## src/rtl/concat_sequencer_pkg.sv

```systemverilog
// Shared types and field widths for the beat-to-word sequencer.
// Imported by the sequencer and its packing sub-module.
package concat_sequencer_pkg;

  localparam int A_W    = 8;
  localparam int B_W    = 8;
  localparam int C_W    = 8;
  localparam int D_W    = 4;
  localparam int E_W    = 4;
  localparam int WORD_W = 32;

  typedef enum logic [2:0] {
    IDLE,
    GET_B,
    GET_C,
    GET_DE,
    OUT
  } state_t;

endpackage

```

## src/rtl/concat_sequencer_concatenate.sv

```systemverilog
// Packs the five field registers into one output word.
// Pure wiring; A lands in the most significant byte.
module concat_sequencer_concatenate
  import concat_sequencer_pkg::*;
(
  input  logic [A_W-1:0]    a,
  input  logic [B_W-1:0]    b,
  input  logic [C_W-1:0]    c,
  input  logic [D_W-1:0]    d,
  input  logic [E_W-1:0]    e,
  output logic [WORD_W-1:0] word
);

  assign word = {a, b, c, d, e};

endmodule

```

## src/rtl/concat_sequencer.sv

```systemverilog
// Collects A, B, C and a D/E nibble pair into a 32-bit word,
// with restart on a new start beat and an inter-beat timeout.
module concat_sequencer
  import concat_sequencer_pkg::*;
#(
  parameter int TIMEOUT_CYCLES = 255
) (
  input  logic        clk,
  input  logic        rst_n,
  input  logic [7:0]  in_data,
  input  logic        in_valid,
  input  logic        in_sof,
  output logic        in_ready,
  output logic [31:0] out_word,
  output logic        out_valid,
  input  logic        out_ready,
  output logic        err_abort,
  output logic        busy,
  output logic [15:0] word_count
);

  localparam logic [15:0] TMO = 16'(TIMEOUT_CYCLES);

  state_t state;
  state_t state_nxt;

  logic [A_W-1:0] a_q;
  logic [B_W-1:0] b_q;
  logic [C_W-1:0] c_q;
  logic [D_W-1:0] d_q;
  logic [E_W-1:0] e_q;

  logic [15:0] idle_cnt;
  logic [15:0] word_cnt;
  logic        err_q;

  logic accept;
  logic xfer;
  logic in_get;
  logic timeout;
  logic abort;

  assign accept  = in_valid & in_ready;
  assign xfer    = out_valid & out_ready;
  assign in_get  = (state == GET_B) | (state == GET_C)
                 | (state == GET_DE);
  assign timeout = in_get & ~accept & (idle_cnt == TMO);

  // stray beat in IDLE, restart mid-word, or timeout
  assign abort = (accept & (state == IDLE) & ~in_sof)
               | (accept & in_get & in_sof)
               | timeout;

  always_ff @(posedge clk or negedge rst_n) begin
    if (!rst_n) state <= IDLE;
    else        state <= state_nxt;
  end

  always_comb begin
    state_nxt = state;
    case (state)
      IDLE: begin
        if (accept && in_sof) state_nxt = GET_B;
      end
      GET_B: begin
        if (accept)       state_nxt = in_sof ? GET_B : GET_C;
        else if (timeout) state_nxt = IDLE;
      end
      GET_C: begin
        if (accept)       state_nxt = in_sof ? GET_B : GET_DE;
        else if (timeout) state_nxt = IDLE;
      end
      GET_DE: begin
        if (accept)       state_nxt = in_sof ? GET_B : OUT;
        else if (timeout) state_nxt = IDLE;
      end
      OUT: begin
        if (xfer) state_nxt = IDLE;
      end
      default: state_nxt = IDLE;
    endcase
  end

  always_comb begin
    in_ready  = (state != OUT);
    busy      = (state != IDLE);
    out_valid = (state == OUT);
  end

  always_ff @(posedge clk or negedge rst_n) begin
    if (!rst_n) begin
      a_q <= '0;
      b_q <= '0;
      c_q <= '0;
      d_q <= '0;
      e_q <= '0;
    end else if (accept) begin
      unique case (1'b1)
        in_sof:                      a_q <= in_data;
        (!in_sof && state == GET_B): b_q <= in_data;
        (!in_sof && state == GET_C): c_q <= in_data;
        (!in_sof && state == GET_DE): begin
          d_q <= in_data[7:4];
          e_q <= in_data[3:0];
        end
        default: ;
      endcase
    end
  end

  always_ff @(posedge clk or negedge rst_n) begin
    if (!rst_n)                         idle_cnt <= '0;
    else if (accept || !in_get || timeout) idle_cnt <= '0;
    else                                idle_cnt <= idle_cnt + 16'd1;
  end

  always_ff @(posedge clk or negedge rst_n) begin
    if (!rst_n)    word_cnt <= '0;
    else if (xfer) word_cnt <= word_cnt + 16'd1;
  end

  always_ff @(posedge clk or negedge rst_n) begin
    if (!rst_n) err_q <= 1'b0;
    else        err_q <= abort;
  end

  // fields only change while accepting, so the word is steady in OUT
  concat_sequencer_concatenate u_concat (
    .a    (a_q),
    .b    (b_q),
    .c    (c_q),
    .d    (d_q),
    .e    (e_q),
    .word (out_word)
  );

  assign err_abort  = err_q;
  assign word_count = word_cnt;

endmodule

```

## config.mk

```make
export PLATFORM = sky130hd
export DESIGN_NAME = concat_sequencer
export DESIGN_NICKNAME = d
export VERILOG_FILES = /design/src/rtl/concat_sequencer_pkg.sv /design/src/rtl/concat_sequencer_concatenate.sv /design/src/rtl/concat_sequencer.sv
export SDC_FILE = /design/constraint.sdc
export NUM_CORES = 1
export LEC_CHECK = 0
export BUFFER_PORTS_ARGS = -buffer_cell sky130_fd_sc_hd__buf_4
export CORE_MARGIN = 2
export CORE_UTILIZATION = 54
export DETAILED_ROUTE_END_ITERATION = 8
export PLACE_DENSITY_LB_ADDON = 0.3
export SYNTH_ARGS = -nofsm -noshare
export SYNTH_HDL_FRONTEND = slang
export SYNTH_HIERARCHICAL = 1
export SYNTH_SLANG_ARGS = --single-unit
```

## constraint.sdc

```tcl
create_clock -name clk -period 2.22 [get_ports clk]
set_clock_uncertainty 0.05 [all_clocks]
set_input_delay 0.111 -clock clk [delete_from_list [all_inputs] [get_ports clk]]
set_output_delay 0.111 -clock clk [all_outputs]
set_load 0.03 [all_outputs]
```

# Word level (Yosys, flattened, before mapping)
# Index checks and enable logic that the tools add are counted.
# totals
ff_bits,68
output_inout_bits,52
wordCells,59
# classes
n_addsub,2
eq_ne,8
mux,11
n_bitwise,14
n_reduce_logical,15
# ops
op,count
$add A16 B1 Y16 const B,2
$mux W3,7
$eq A16 B8 Y1 const B,1
$mux W16,1
$pmux W3 S5,1
$reduce_and A2 Y1,5
$and A1 B1 Y1,8
$eq A3 B2 Y1 const B,2
$logic_and A1 B1 Y1,4
$mux W2,2
$ne A2 B1 Y1 const B,2
$or A1 B1 Y1,4
$eq A3 B1 Y1 const B,1
$eq A3 B3 Y1 const B,1
$logic_not A3 Y1,1
$ne A3 B3 Y1 const B,1
$reduce_bool A3 Y1,1
$logic_not A1 Y1,2
$logic_or A1 B1 Y1,2
$not A1 Y1,2

# Depth between registers and ports, before layout
# depth
depth_word,8
ltp_mapped,6
ltp_nobuf,5

# By module
# Netlist, hierarchy kept.
# modules_own_cells
mod,instances,cells_each,area_per_inst_um2
concat_sequencer,1,228,2836.5
concat_sequencer_concatenate,1,32,240.2

# Worst setup path before layout
# OpenSTA, ideal clock, no wires.
# synth_timing
path_kind,flip-flop to flip-flop
start,register idle_cnt[8]
end,"register err_q, in the netlist err_abort"
setup_ns,0.087
arrival_ns,1.822
t_required_ns,2.083
slack_ns,0.262
path_stages_with_launch,5
path_buffers,0
period_less_slack_ns,1.958
cell_sequence,dfrtp_1 -> or4_1 -> or4_4 -> o221a_1 -> a211oi_2
# synth_via
elab_chain_cells,3
# synth_rtl
element,line_no,text
from (decl),concat_sequencer.sv:33,logic [15:0] idle_cnt;
from (signal assigned),concat_sequencer.sv:114,else idle_cnt <= idle_cnt + 16'd1;
$eq A16 B8 Y1,concat_sequencer.sv:47,assign timeout = in_get & ~accept & (idle_cnt == TMO);
$and A1 B1 Y1,concat_sequencer.sv:47,
$or A1 B1 Y1,concat_sequencer.sv:52,| timeout;
via abort,concat_sequencer.sv:41,logic abort;
to (signal assigned),concat_sequencer.sv:124,else err_q <= abort;
to (decl),concat_sequencer.sv:35,logic err_q;
# The timed path passes the listed nets, and every way through them passes these cells.
# A chain may end at the register's enable or synchronous reset.

# Worst setup path in the final report
# layout_timing
start,register idle_cnt[8]
end,register state[1]
# layout_via
elab_chain_cells,5
# layout_rtl
element,line_no,text
$eq A16 B8 Y1 *,concat_sequencer.sv:47,
$and A1 B1 Y1 *,concat_sequencer.sv:47,
$mux W3 *,-,
"$mux W3, on equally long branches",-,
$pmux W3 S5 *,-,
to (signal assigned),concat_sequencer.sv:56,else state <= state_nxt;
to (decl),concat_sequencer.sv:24,state_t state;
# Mark *: on every way between the ends. The rest lies on a longest branch, timed or not.

==> reports/metrics.cfg <==
[status]
status = completed

[timing]
worst_pin_slew_ns = 0.8352
finalWorstSetupSlack_ns = 0.1395
drv_slew = 0
rsz0062_at_grt = no
tns_ns = 0
max_slew_margin_pct = 44.32
finalHoldViolations = 0
min_period_ns = 2.080
finalSetupViolations = 0
max_freq_mhz = 480.7
finalCritPeriodShare_pct = 93.71

[cells_and_area]
mostFrequentLayoutCells = dfrtp_1 (68), buf_4 (68), mux2_2 (31)
num_antenna_cells = 0
drive_gt1_share_pct = 37.11
finalNonFillerCells = 390
nets = 328
n_fill_cell = 428
final_util_pct = 68.44
syn_to_final_growth_pct = 22.49

[grt]
grt_first_pass_wirelength_um = 9570
grt_pass1_vias = 1992
grt_max_degree = 69
overflow = 0
antenna_found_initial = 0
track_usage_pct = 20.06

[clock_network]
cts.sinks = 68
cts.reportedPaths.clkPinSlew_ns = 0.08
clkLatencyLatePin_ns = 0.35
htreeDepth = 3
cts_max_path_buffers = 2
cts-root-buf = clkbuf_8
tritoncts = done
numCtsBuffers = 9
cts-resized-gates = 0

[drt]
wl_um = 5794
drc = 0
wl_per_cell_um = 14.86
drt_iter0_drc = 49
viasPerCell = 5.149
via_count = 2008
ant_nets = 0
first_pass_iters = 4

[floorplan]
core_area_um2 = 5507
die_h_um = 79.48
chipWidth_um = 79.48
dieArea_um2 = 6317
std_cell_rows = 27
ioPinCount = 65
start_util_pct = 55.87

[yosys]
synth.net_count = 275
synth_area_um2 = 3077
yosys-top-cells-area = dfrtp_1 (55%), mux2_2 (11%), buf_4 (7.8%)
synth_top_area_share_pct = 55.31
yosysTopAreaCell = dfrtp_1
synth_cell_types = 29
yosys_register_bits = 68
synth.avg_cell_area_um2 = 11.83
synth-edff-count = 0
synth-main-ff-cell = dfrtp_1
ys.warnings.count = 6
yosysSeqAreaShare_pct = 55.31
synthCells = 260
synthArstFlopShare_pct = 100.0

[placement]
portBuffers = 64
gp_congestion = 0.7262
dp_cells = 364
dpl.hpwl_um = 3830
pre_cts_ws_ns = 0.1275

[hold_path]
hold_path.class = in2reg

[critical_path]
crit_required_ns = 2.37
worstPathArrival_ns = 2.23
critPathLaunchType = flip-flop
crit_type = reg2reg
end_kind = flip-flop
critPathMaxFanout = 16

[pwr]
power_density_nw_per_um2 = 1035
peakVddDrop_mv = 0.5174
leakage_uw = 0.001778

[job]
cap_violations = 0

-- Yosys cell counts, types with 2 or more instances --
master     n
and3_1     4
nand4_1    8
nor2_1    24
mux2_1     2
xor2_1     7
nand2_1   11
buf_2      2
dfrtp_1   68
nor3_1     9
or4_1      2
buf_4     32
mux2_2    31
nor4_1     4
ha_1       2
nand3_1   10
a21oi_1    2
o21ai_0    2
clkbuf_1   2
xnor2_1   22
inv_1      7
-- final cells by class --
cell class	count	area, um2	share of cell area (%)
clock buffers	10	137.6	3.652
well taps	72	90.09	2.390
clock inverters	6	111.4	2.955
multi-input cells	149	1091	28.95
repair buffers	78	610.6	16.20
inverters	7	26.28	0.6972
flip-flops and latches	68	1702	45.15
-- report_power, final --
group | internal [uW] | total, uW | switching, uW
logic | 440 | 1070 | 628
clock network | 776 | 1260 | 485
registers | 1450 | 1570 | 124
-- kinds of logic after synthesis --
logic type	share of synthesized area (%)
simple gates	12.65
flops	55.31
buf+inv	9.232
mux	12.08
xor+xnor	8.255
compound gates	1.667
fa+ha+maj	0.8132
-- state kept, by name, summed over array words and instances (netlist names) --
register,count
idle_cnt,16
state,3
a_q,8
word_count,16
e_q,4
b_q,8
c_q,8
d_q,4
err_abort,1
-- worst paths after layout --
check	startpoint	to	cells after the start	slack [ns]
setup / recovery	idle_cnt[8]	state[1]	4	0.14
hold / removal	in_valid	state[0]	3	0.01
setup reg to reg	idle_cnt[8]	state[1]	4	0.14
hold reg to reg	word_count[15]	word_count[15]	1	0.43
max in group asynchronous	rst_n	idle_cnt[10]	2	1.22
min in group asynchronous	rst_n	b_q[7]	2	0.36
-- layer usage --
layer	part of all wire (%)	global-route usage (%)
met5	0	0
met4	2.2	10.86
met3	6.1	4.864
met2	46	31.93
met1	46	25.23
-- critical path, stage by stage (launching register included) --
cell      delay [ns]
dfrtp_1         0.44
or4_1           0.54
or4_4           0.52
nand2_2         0.27
o211ai_1        0.12
-- stage by stage --
stage / hold slack, ns / instance area (um2) / power [uW]
5_1_grt: 0.06512 / 3769 / 4065
2_1_floorplan: -0.2346 / 3077 / 2477
3_5_place_dp: 0.2178 / 3420 / 2657
4_1_cts: 0.005107 / 3769 / 3929
3_3_place_gp: 0.2123 / 3420 / 2621
6_report: 0.01020 / 3769 / 3900
-- repair_timing --
item | 4_1_cts | 5_1_grt
hold buffers | 10 | 0
hold endpoints to repair | 101 | 0
setup buffers | 0 | 0
Note: power is estimated with default switching activity, not from simulation.
